$ cat config.mk
export PLATFORM = sky130hd
export DESIGN_NAME = x_collector
export DESIGN_NICKNAME = d
export VERILOG_FILES = /design/src/rtl/x_collector.sv
export SDC_FILE = /design/constraint.sdc
export NUM_CORES = 1
export LEC_CHECK = 0
export ABC_CLOCK_PERIOD_IN_PS = 7900
export CORE_ASPECT_RATIO = 1.25
export CORE_MARGIN = 2
export CORE_UTILIZATION = 55
export DETAILED_ROUTE_END_ITERATION = 7
export PLACE_DENSITY = 0.82
export SYNTH_ARGS = -nofsm -noshare
export SYNTH_HDL_FRONTEND = slang
export SYNTH_SLANG_ARGS = --single-unit
$ cat constraint.sdc
create_clock -name i_clk -period 7.9 [get_ports i_clk]
set_clock_uncertainty 0.05 [all_clocks]
set_input_delay 1.185 -clock i_clk [delete_from_list [all_inputs] [get_ports i_clk]]
set_output_delay 1.185 -clock i_clk [all_outputs]
set_load 0.01 [all_outputs]
$ cat src/rtl/x_collector.sv
// Response collector: captures per-channel read bytes and drains them round-robin as framed bytes to the tester link.
// Optional build macro X_COLLECTOR_TIMESTAMP_EN appends a per-capture 8-bit cycle timestamp byte to each frame.
module x_collector #(
  parameter int unsigned p_channels = 16,
  parameter int unsigned p_width    = 8
) (
  input  logic                            i_clk,
  input  logic                            i_rst_n,
  input  logic [p_channels-1:0]           i_ready,
  input  logic [p_channels*p_width-1:0]   i_rdata,
  input  logic                            i_test_busy,
  output logic                            o_test_valid,
  output logic [7:0]                      o_test_data,
  output logic [p_channels-1:0]           o_pending,
  output logic                            o_idle
);

`ifdef X_COLLECTOR_TIMESTAMP_EN
  localparam logic TS_FLAG = 1'b1;
  typedef enum logic [2:0] {IDLE, HDR, HGAP, DAT, DGAP, TS, TGAP} state_t;
`else
  localparam logic TS_FLAG = 1'b0;
  typedef enum logic [2:0] {IDLE, HDR, HGAP, DAT, DGAP} state_t;
`endif

  state_t                  state_q, state_d;
  logic [3:0]              chan_q, ptr_q, grant_idx;
  logic                    grant_found;
  int unsigned             k;
  logic [p_width-1:0]      slot_q [p_channels];
  logic [p_channels-1:0]   pend_q, ovf_q, consume;
  logic [7:0]              data_q, tx_byte;
  logic                    fire, dat_fire;

`ifdef X_COLLECTOR_TIMESTAMP_EN
  logic [7:0]              cnt_q, ts_q;
  logic [7:0]              ts_slot_q [p_channels];
`endif

  // Round-robin search: first pending channel at or after ptr_q, wrapping.
  always_comb begin
    grant_found = 1'b0;
    grant_idx   = '0;
    k           = 0;
    for (int unsigned i = 0; i < p_channels; i++) begin
      k = 32'(ptr_q) + i;
      if (k >= p_channels) k = k - p_channels;
      if (!grant_found && pend_q[k[3:0]]) begin
        grant_found = 1'b1;
        grant_idx   = k[3:0];
      end
    end
  end

  always_comb begin
    state_d = state_q;
    tx_byte = data_q;
    fire    = 1'b0;
    unique case (state_q)
      IDLE: if (grant_found) state_d = HDR;
      HDR: if (!i_test_busy) begin
        fire    = 1'b1;
        tx_byte = {chan_q, ovf_q[chan_q], TS_FLAG, 2'b10};
        state_d = HGAP;
      end
      HGAP: state_d = DAT;
      DAT: if (!i_test_busy) begin
        fire    = 1'b1;
        tx_byte = slot_q[chan_q];
`ifdef X_COLLECTOR_TIMESTAMP_EN
        state_d = TS;
`else
        state_d = DGAP;
`endif
      end
      DGAP: state_d = IDLE;
`ifdef X_COLLECTOR_TIMESTAMP_EN
      TS: if (!i_test_busy) begin
        fire    = 1'b1;
        tx_byte = ts_q;
        state_d = TGAP;
      end
      TGAP: state_d = IDLE;
`endif
      default: state_d = IDLE;
    endcase
  end

  assign dat_fire = fire && (state_q == DAT);

  always_comb begin
    consume = '0;
    if (dat_fire) consume[chan_q] = 1'b1;
  end

  always_ff @(posedge i_clk or negedge i_rst_n) begin
    if (!i_rst_n) begin
      state_q <= IDLE;
      chan_q  <= '0;
      ptr_q   <= '0;
      data_q  <= '0;
    end else begin
      state_q <= state_d;
      if (fire) data_q <= tx_byte;
      if (state_q == IDLE && grant_found) begin
        chan_q <= grant_idx;
        ptr_q  <= (32'(grant_idx) == p_channels - 1) ? '0 : grant_idx + 4'd1;
      end
    end
  end

  // A capture coinciding with consumption keeps the slot pending; overflow
  // is only flagged when an undelivered byte is overwritten.
  always_ff @(posedge i_clk or negedge i_rst_n) begin
    if (!i_rst_n) begin
      pend_q <= '0;
      ovf_q  <= '0;
      for (int unsigned n = 0; n < p_channels; n++) slot_q[n] <= '0;
    end else begin
      for (int unsigned n = 0; n < p_channels; n++) begin
        if (i_ready[n]) begin
          slot_q[n] <= i_rdata[n*p_width +: p_width];
          pend_q[n] <= 1'b1;
          ovf_q[n]  <= !consume[n] && (ovf_q[n] | pend_q[n]);
        end else if (consume[n]) begin
          pend_q[n] <= 1'b0;
          ovf_q[n]  <= 1'b0;
        end
      end
    end
  end

`ifdef X_COLLECTOR_TIMESTAMP_EN
  always_ff @(posedge i_clk or negedge i_rst_n) begin
    if (!i_rst_n) begin
      cnt_q <= '0;
      ts_q  <= '0;
      for (int unsigned n = 0; n < p_channels; n++) ts_slot_q[n] <= '0;
    end else begin
      cnt_q <= cnt_q + 8'd1;
      if (dat_fire) ts_q <= ts_slot_q[chan_q];
      for (int unsigned n = 0; n < p_channels; n++)
        if (i_ready[n]) ts_slot_q[n] <= cnt_q;
    end
  end
`endif

  assign o_test_valid = fire;
  assign o_test_data  = tx_byte;
  assign o_pending    = pend_q;
  assign o_idle       = (state_q == IDLE) && (pend_q == '0);

endmodule

==> metrics.csv, run 1 <==
stage,metric,value,unit
placement,port_buffers,172,
clocking,cts.clk_slew.worst_paths,70,ps
setup_path,crit_start,ptr_q[0]$_DFFE_PN0P_,
sta,period_needed,5690,ps
floorplan,die_y,158,um
routing,dr.max_layer_used,met4,
clocking,cts_sinks,179,
sta,drv_slew,0,
yosys,synth-seq-cells,179,
clocking,cts_setup_buffers,0,
layout,nNetsFinal,1104,
setup_path,cp.required,8220,ps
setup_path,cp_max_fo,27,
yosys,synth_fa_ha_area_frac,0.00964,
pwr,switching_share,0.374,
pwr,leakage,4.88,nW
clocking,numCtsBuffers,17,
grt,grt_pass1_vias,8715,
clocking,cts_tree,yes,
floorplan,ios,173,
clocking,htree_num_levels,4,
routing,wl_met1,11.2,mm
pwr,powerDensity,289,nW/um2
yosys,synth_fp_nets,953,
placement,gp_congestion,0.982,
setup_path,crit_path_end_kind,flip-flop,
layout,nFillCells,1308,
routing,wl_met2,16.9,mm
yosys,netlist_area,10400,um2
grt,grt_first_pass_wirelength,49.3,mm
sta,worstMarginPinSlew,1120,ps
grt,overflow,0,
yosys,muxShareOfSynthArea,0.368,
setup_path,rr_startpoint,ptr_q[0]$_DFFE_PN0P_,
routing,post_drt_wl_per_cell,26.9,um
sta,final.period_utilization,0.721,
yosys,synth_area_per_cell,13.0,um2
setup_path,path_class,reg -> reg,
clocking,cts_root_buf,clkbuf_16,
yosys,yosysWarnings,0,
run_status,status,finished clean,
sta,setup_viol,0,
pwr,combPwrFrac,0.468,
sta,hold_violations,0,
floorplan,core-area,18600,um2
setup_path,start_kind,flip-flop,
yosys,syn_inst,798,
routing,first_pass_iters,5,
floorplan,die-area,20000,um2
yosys,synth_top_area_frac,0.431,
grt,grt_max_degree,112,
routing,drc,0,
pwr,ir_drop,0.175,mV
clocking,holdBufCountCts,0,
yosys,synth-main-ff-cell,dfrtp_1,
layout,layout_commonest_cell,dfrtp_1,
pwr,p_int,2.33,mW
setup_path,cp_cell_sequence,buf_4 > inv_2 > ha_1 > mux4_1 > mux4_2 > nor4_1 > nor4b_2 > o31a_1 > o221ai_1 > ha_1 > a21o_1 > a21boi_2 > o31a_1,
routing,wl,32.0,mm
pwr,totalPowerFinal,3.72,mW
setup_path,cpPeakStageDelay,1030,ps
sta,maxSlewHeadroom,0.252,
sta,rsz0062_at_grt,false,
routing,via_count,8034,
layout,drive_gt1_frac,0.301,
layout,multiInputGateArea,5630,um2
yosys,synth-compound-area-share,0.0912,
layout,diodes,0,
setup_path,arrival,6010,ps
setup_path,critical-path-slowest-cell,ha_1,
run,max-cap-violations,0,
yosys,synth.yosys.seq_area_share,0.431,
placement,place_inst,1162,
routing,antenna_left,0,
yosys,async_reset_ff_frac,1.00,
layout,final_cells,1193,
yosys,synthDistinctLibCells,70,
placement,dpl.hpwl,22.0,mm
sta,fin_hold_ws,453,ps
yosys,synth_xor_area_frac,0.00927,
min_path,hp-class,reg -> reg,
pwr,seqPwrFrac,0.300,
clocking,cts_resized,0,
routing,drt_iter0_drc,862,
clocking,clockBufferDepth,2,
floorplan,die_w,127,um
sta,fmax,176,MHz
grt,grt_usage,0.329,
layout,final_util,0.691,
floorplan,rows,56,
clocking,clkLatencyLatePin,430,ps
yosys,synth-simple-area-share,0.0636,
routing,routed_via_density,6.73,
layout,register_area,4480,um2
yosys,synth_top_family_by_area,multiplexers,
yosys,yosys.area.top_type,dfrtp_1,
layout,area_growth,23.9,%
sta,tns,0,ps
routing,route.met3.wl,2.11,mm
layout,final_cell_mix,"dfrtp_1 (177), clkdlybuf4s50_1 (171), mux2_2 (159), mux4_2 (70), a21oi_1 (47)",
pwr,power_switching,1.39,mW
yosys,synth_edf_count,0,
floorplan,initial_core_util,0.557,
grt,antenna_found_initial,0,
min_path,min_from,slot_q[74]$_DFFE_PN0P_,
yosys,synth_area_leaders,"dfrtp_1 (43%), mux2_2 (17%), mux4_2 (15%)",
pwr,clockPowerShare,0.232,
-- power by group through the flow --
stage	logic [mW]	registers [mW]	clock network [mW]
final	1.74	1.12	0.865
after global routing	1.84	1.13	0.908
after CTS	1.72	1.11	0.871
after detailed placement	1.71	1.13	0
after global placement	1.69	1.12	0
after floorplan	1.22	1.10	0
-- flip-flops by register name, indices dropped and copies added, names as in the netlist --
name	count
ovf_q	16
ptr_q	4
o_pending	16
data_q	8
chan_q	4
state_q	3
slot_q	128
-- Yosys cell counts, types with 3 or more instances --
library cell and count:
clkbuf_1 37, a2111oi_0 3, a21oi_1 47, mux4_1 5, mux4_2 70, mux2i_1 31, o21ai_0 23, nor2_1 20
nor3b_1 6, dfrtp_1 179, o22a_1 3, xor2_1 5, a21o_1 18, nand2b_1 4, a211oi_1 3, and3_1 4
nor2b_1 9, buf_1 5, ha_1 8, inv_1 13, nand3_1 11, a22oi_1 5, xnor2_1 6, a31oi_1 9
nand2_1 39, buf_2 7, o22ai_1 5, nor4_1 7, nor3_1 8, mux2_2 159
-- area by class of cell --
class                   instances  share of cell area
clock buffers                  19              0.0352
well taps                     232              0.0226
repair buffers                185               0.141
clock inverters                12              0.0113
flip-flops and latches        179               0.348
multi-input cells             552               0.437
inverters                      14             0.00408
-- logic make-up (layout without fill, tap and decap cells) --
| group | count (synthesis) | after routing |
|---|---|---|
| AO/OA/AOI/OAI | 143 | 143 |
| XOR/XNOR | 11 | 11 |
| adder cells (fa/ha/maj) | 8 | 8 |
| buffers and inverters | 67 | 230 |
| flip-flops | 179 | 179 |
| multiplexers | 266 | 266 |
| AND/OR/NAND/NOR | 124 | 124 |
-- metal layers --
layer	vias to the layer above	GRT usage
li1	3387	-
met1	4113	0.366
met2	412	0.584
met3	122	0.0666
met4	0	0.193
met5	-	0
-- worst max-delay path, delay by kind of cell, from the launching register on --
family | cells | cell delay, ps
flip-flops | 1 | 330
buffers and inverters | 2 | 550
multiplexers | 2 | 1370
AO/OA/AOI/OAI | 5 | 890
AND/OR/NAND/NOR | 2 | 1070
adder cells (fa/ha/maj) | 2 | 1350
-- path summary, 6_finish.rpt --
kind,end,slack (ps),cells after the start
max,ptr_q[3]$_DFFE_PN0P_,2210,13
min,slot_q[74]$_DFFE_PN0P_,450,1
max reg2reg,ptr_q[3]$_DFFE_PN0P_,2210,13
min reg2reg,slot_q[74]$_DFFE_PN0P_,450,1
max in group asynchronous,data_q[6]$_DFFE_PN0P_,5480,2
min in group asynchronous,slot_q[49]$_DFFE_PN0P_,830,1
-- through the flow --
step	instance area (um2)	setup slack (ps)
3_3_place_gp	12300	2410
3_5_place_dp	12300	2320
5_1_grt	12900	1910
2_1_floorplan	10400	3180
6_report	12900	2210
4_1_cts	12900	2290
No activity file was read; power rests on OpenSTA's default activity.
==> run 2: changes to the inputs <==
Settings changed: ABC_CLOCK_PERIOD_IN_PS 7900 to 5200, CORE_UTILIZATION 55 to 49, PLACE_DENSITY 0.82 to 0.77.
Clock period 7.9 ns to 5.2 ns, I/O delays scaled along.
==> run 2 against run 1 <==
Die area increased by 12%. Non-clock buffer count increased by 10. Highest routed layer unchanged. Largest power group unchanged. Critical path depth unchanged.
==> metrics.csv, run 2 (synthesis gave the netlist of run 1 again) <==
stage,metric,value,unit
sta,fin_hold_ws,422,ps
layout,nFillCells,1618,
setup_path,critical-path-top-delay-family,multiplexers,
routing,via_count,7968,
setup_path,cpPeakStageDelay,740,ps
floorplan,ios,173,
sta,fin_ws,485,ps
floorplan,die_w,134,um
setup_path,arrival,5030,ps
clocking,numCtsBuffers,17,
pwr,totalPowerFinal,5.62,mW
grt,grt_first_pass_wirelength,48.2,mm
setup_path,path_buf_inv,2,
pwr,leakage,4.92,nW
clocking,cts_root_buf,clkbuf_16,
routing,wl,30.9,mm
setup_path,crit_path_end_kind,flip-flop,
sta,drv_slew,0,
layout,drive_gt1_frac,0.308,
clocking,htree_num_levels,4,
grt,overflow,0,
min_path,hp-class,in -> async,
sta,final.period_utilization,0.907,
layout,layout_commonest_cell,dfrtp_1,
routing,post_drt_wl_per_cell,24.8,um
grt,grt_usage,0.284,
setup_path,crit_start,ptr_q[1]$_DFFE_PN0P_,
setup_path,cp_cell_sequence,inv_1 > ha_1 > mux4_1 > mux4_2 > nor4_1 > buf_4 > nor4b_2 > o31a_1 > o221ai_1 > ha_1 > a21o_1 > a21boi_2 > o31a_1,
placement,dpl.hpwl,22.3,mm
clocking,cts_resized,0,
clocking,clkLatencyLatePin,420,ps
sta,maxSlewHeadroom,0.235,
run,max-cap-violations,0,
clocking,clockBufferDepth,2,
routing,antenna_left,0,
pwr,ir_drop,0.266,mV
layout,area_growth,25.0,%
clocking,cts_sinks,179,
pwr,powerDensity,433,nW/um2
layout,final_cell_mix,"dfrtp_1 (177), clkdlybuf4s50_1 (171), mux2_2 (159), mux4_2 (70), a21oi_1 (47)",
setup_path,path_class,reg -> reg,
setup_path,cp.required,5510,ps
routing,first_pass_iters,5,
layout,largest_register,slot_q,
placement,gp_congestion,0.954,
placement,dp_slack,525,ps
sta,worstMarginPinSlew,1150,ps
sta,rsz0062_at_grt,false,
clocking,holdBufCountCts,0,
placement,port_buffers,172,
floorplan,die_y,167,um
setup_path,rr_startpoint,ptr_q[1]$_DFFE_PN0P_,
sta,fmax,212,MHz
run_status,status,finished clean,
layout,final_util,0.624,
floorplan,initial_core_util,0.499,
sta,hold_violations,0,
floorplan,rows,59,
grt,grt_pass1_vias,8457,
floorplan,core-area,20800,um2
grt,antenna_found_initial,0,
grt,grt_max_degree,100,
routing,drt_iter0_drc,658,
setup_path,critical-path-slowest-cell,mux4_1,
layout,largest_reg_flops,128,
sta,tns,0,ps
setup_path,cp_max_fo,13,
clocking,cts.clk_slew.worst_paths,70,ps
sta,period_needed,4720,ps
clocking,cts_setup_buffers,0,
sta,setup_viol,0,
routing,drc,0,
setup_path,start_kind,flip-flop,
routing,routed_via_density,6.39,
layout,nNetsFinal,1114,
clocking,cts_tree,yes,
floorplan,die-area,22400,um2
layout,diodes,0,
[run 2: cell count changes in the layout (fill, tap and decap cells not counted), sizes merged]
cell      previous run  this run
clkinvlp             1         2
buf                 14        24
inv                 19        22
bufinv               2         1
clkinv               4         3
clkbuf              19        18
[run 2: path summary, 6_finish.rpt]
check                           cells past startpoint                     end  slack [ps]
worst max-delay path                               13    ptr_q[3]$_DFFE_PN0P_         480
worst min-delay path                                1  slot_q[85]$_DFFE_PN0P_         420
worst max register to register                     13    ptr_q[3]$_DFFE_PN0P_         480
worst min register to register                      1  state_q[1]$_DFFE_PN0P_         430
max in group asynchronous                           2  slot_q[60]$_DFFE_PN0P_        3560
min in group i_clk                                  1  state_q[1]$_DFFE_PN0P_         430
[run 2: stage by stage]
step	area [um2]	std cells
2_1_floorplan	10400	798
3_3_place_gp	12400	1214
3_5_place_dp	12400	1214
4_1_cts	13000	1246
5_1_grt	13000	1246
6_report	13000	1246
[run 2: routing by layer]
metal | global-route usage | part of all wire | vias up | wire, um
li1 | - | - | 3412 | -
met3 | 0.0548 | 0.061 | 90 | 1870
met4 | 0.136 | 0.051 | 0 | 1580
met2 | 0.495 | 0.52 | 371 | 16100
met5 | 0 | 0 | - | 0
met1 | 0.335 | 0.37 | 4095 | 11300
[run 2: report_power, final]
part / internal (mW) / switching, mW
Combinational: 1.27 / 1.28
Clock: 0.677 / 0.570
Sequential: 1.57 / 0.259
[run 2: worst register-to-register path, cell delays in order, from the launching register on]
cell and delay, ps:
dfrtp_1 340, inv_1 60, ha_1 690, mux4_1 750, mux4_2 610, nor4_1 310
buf_4 170, nor4b_2 450, o31a_1 230, o221ai_1 210, ha_1 320, a21o_1 180
a21boi_2 140, o31a_1 150
[run 2: layout make-up]
type / instances / area (um2) / share of cell area
inverter: 14 / 52.6 / 0.00405
tap: 274 / 343 / 0.0264
timing repair buffer: 195 / 1910 / 0.147
sequential: 179 / 4480 / 0.345
clock buffer: 18 / 429 / 0.0331
multi-input combinational: 552 / 5630 / 0.433
clock inverter: 14 / 141 / 0.0109
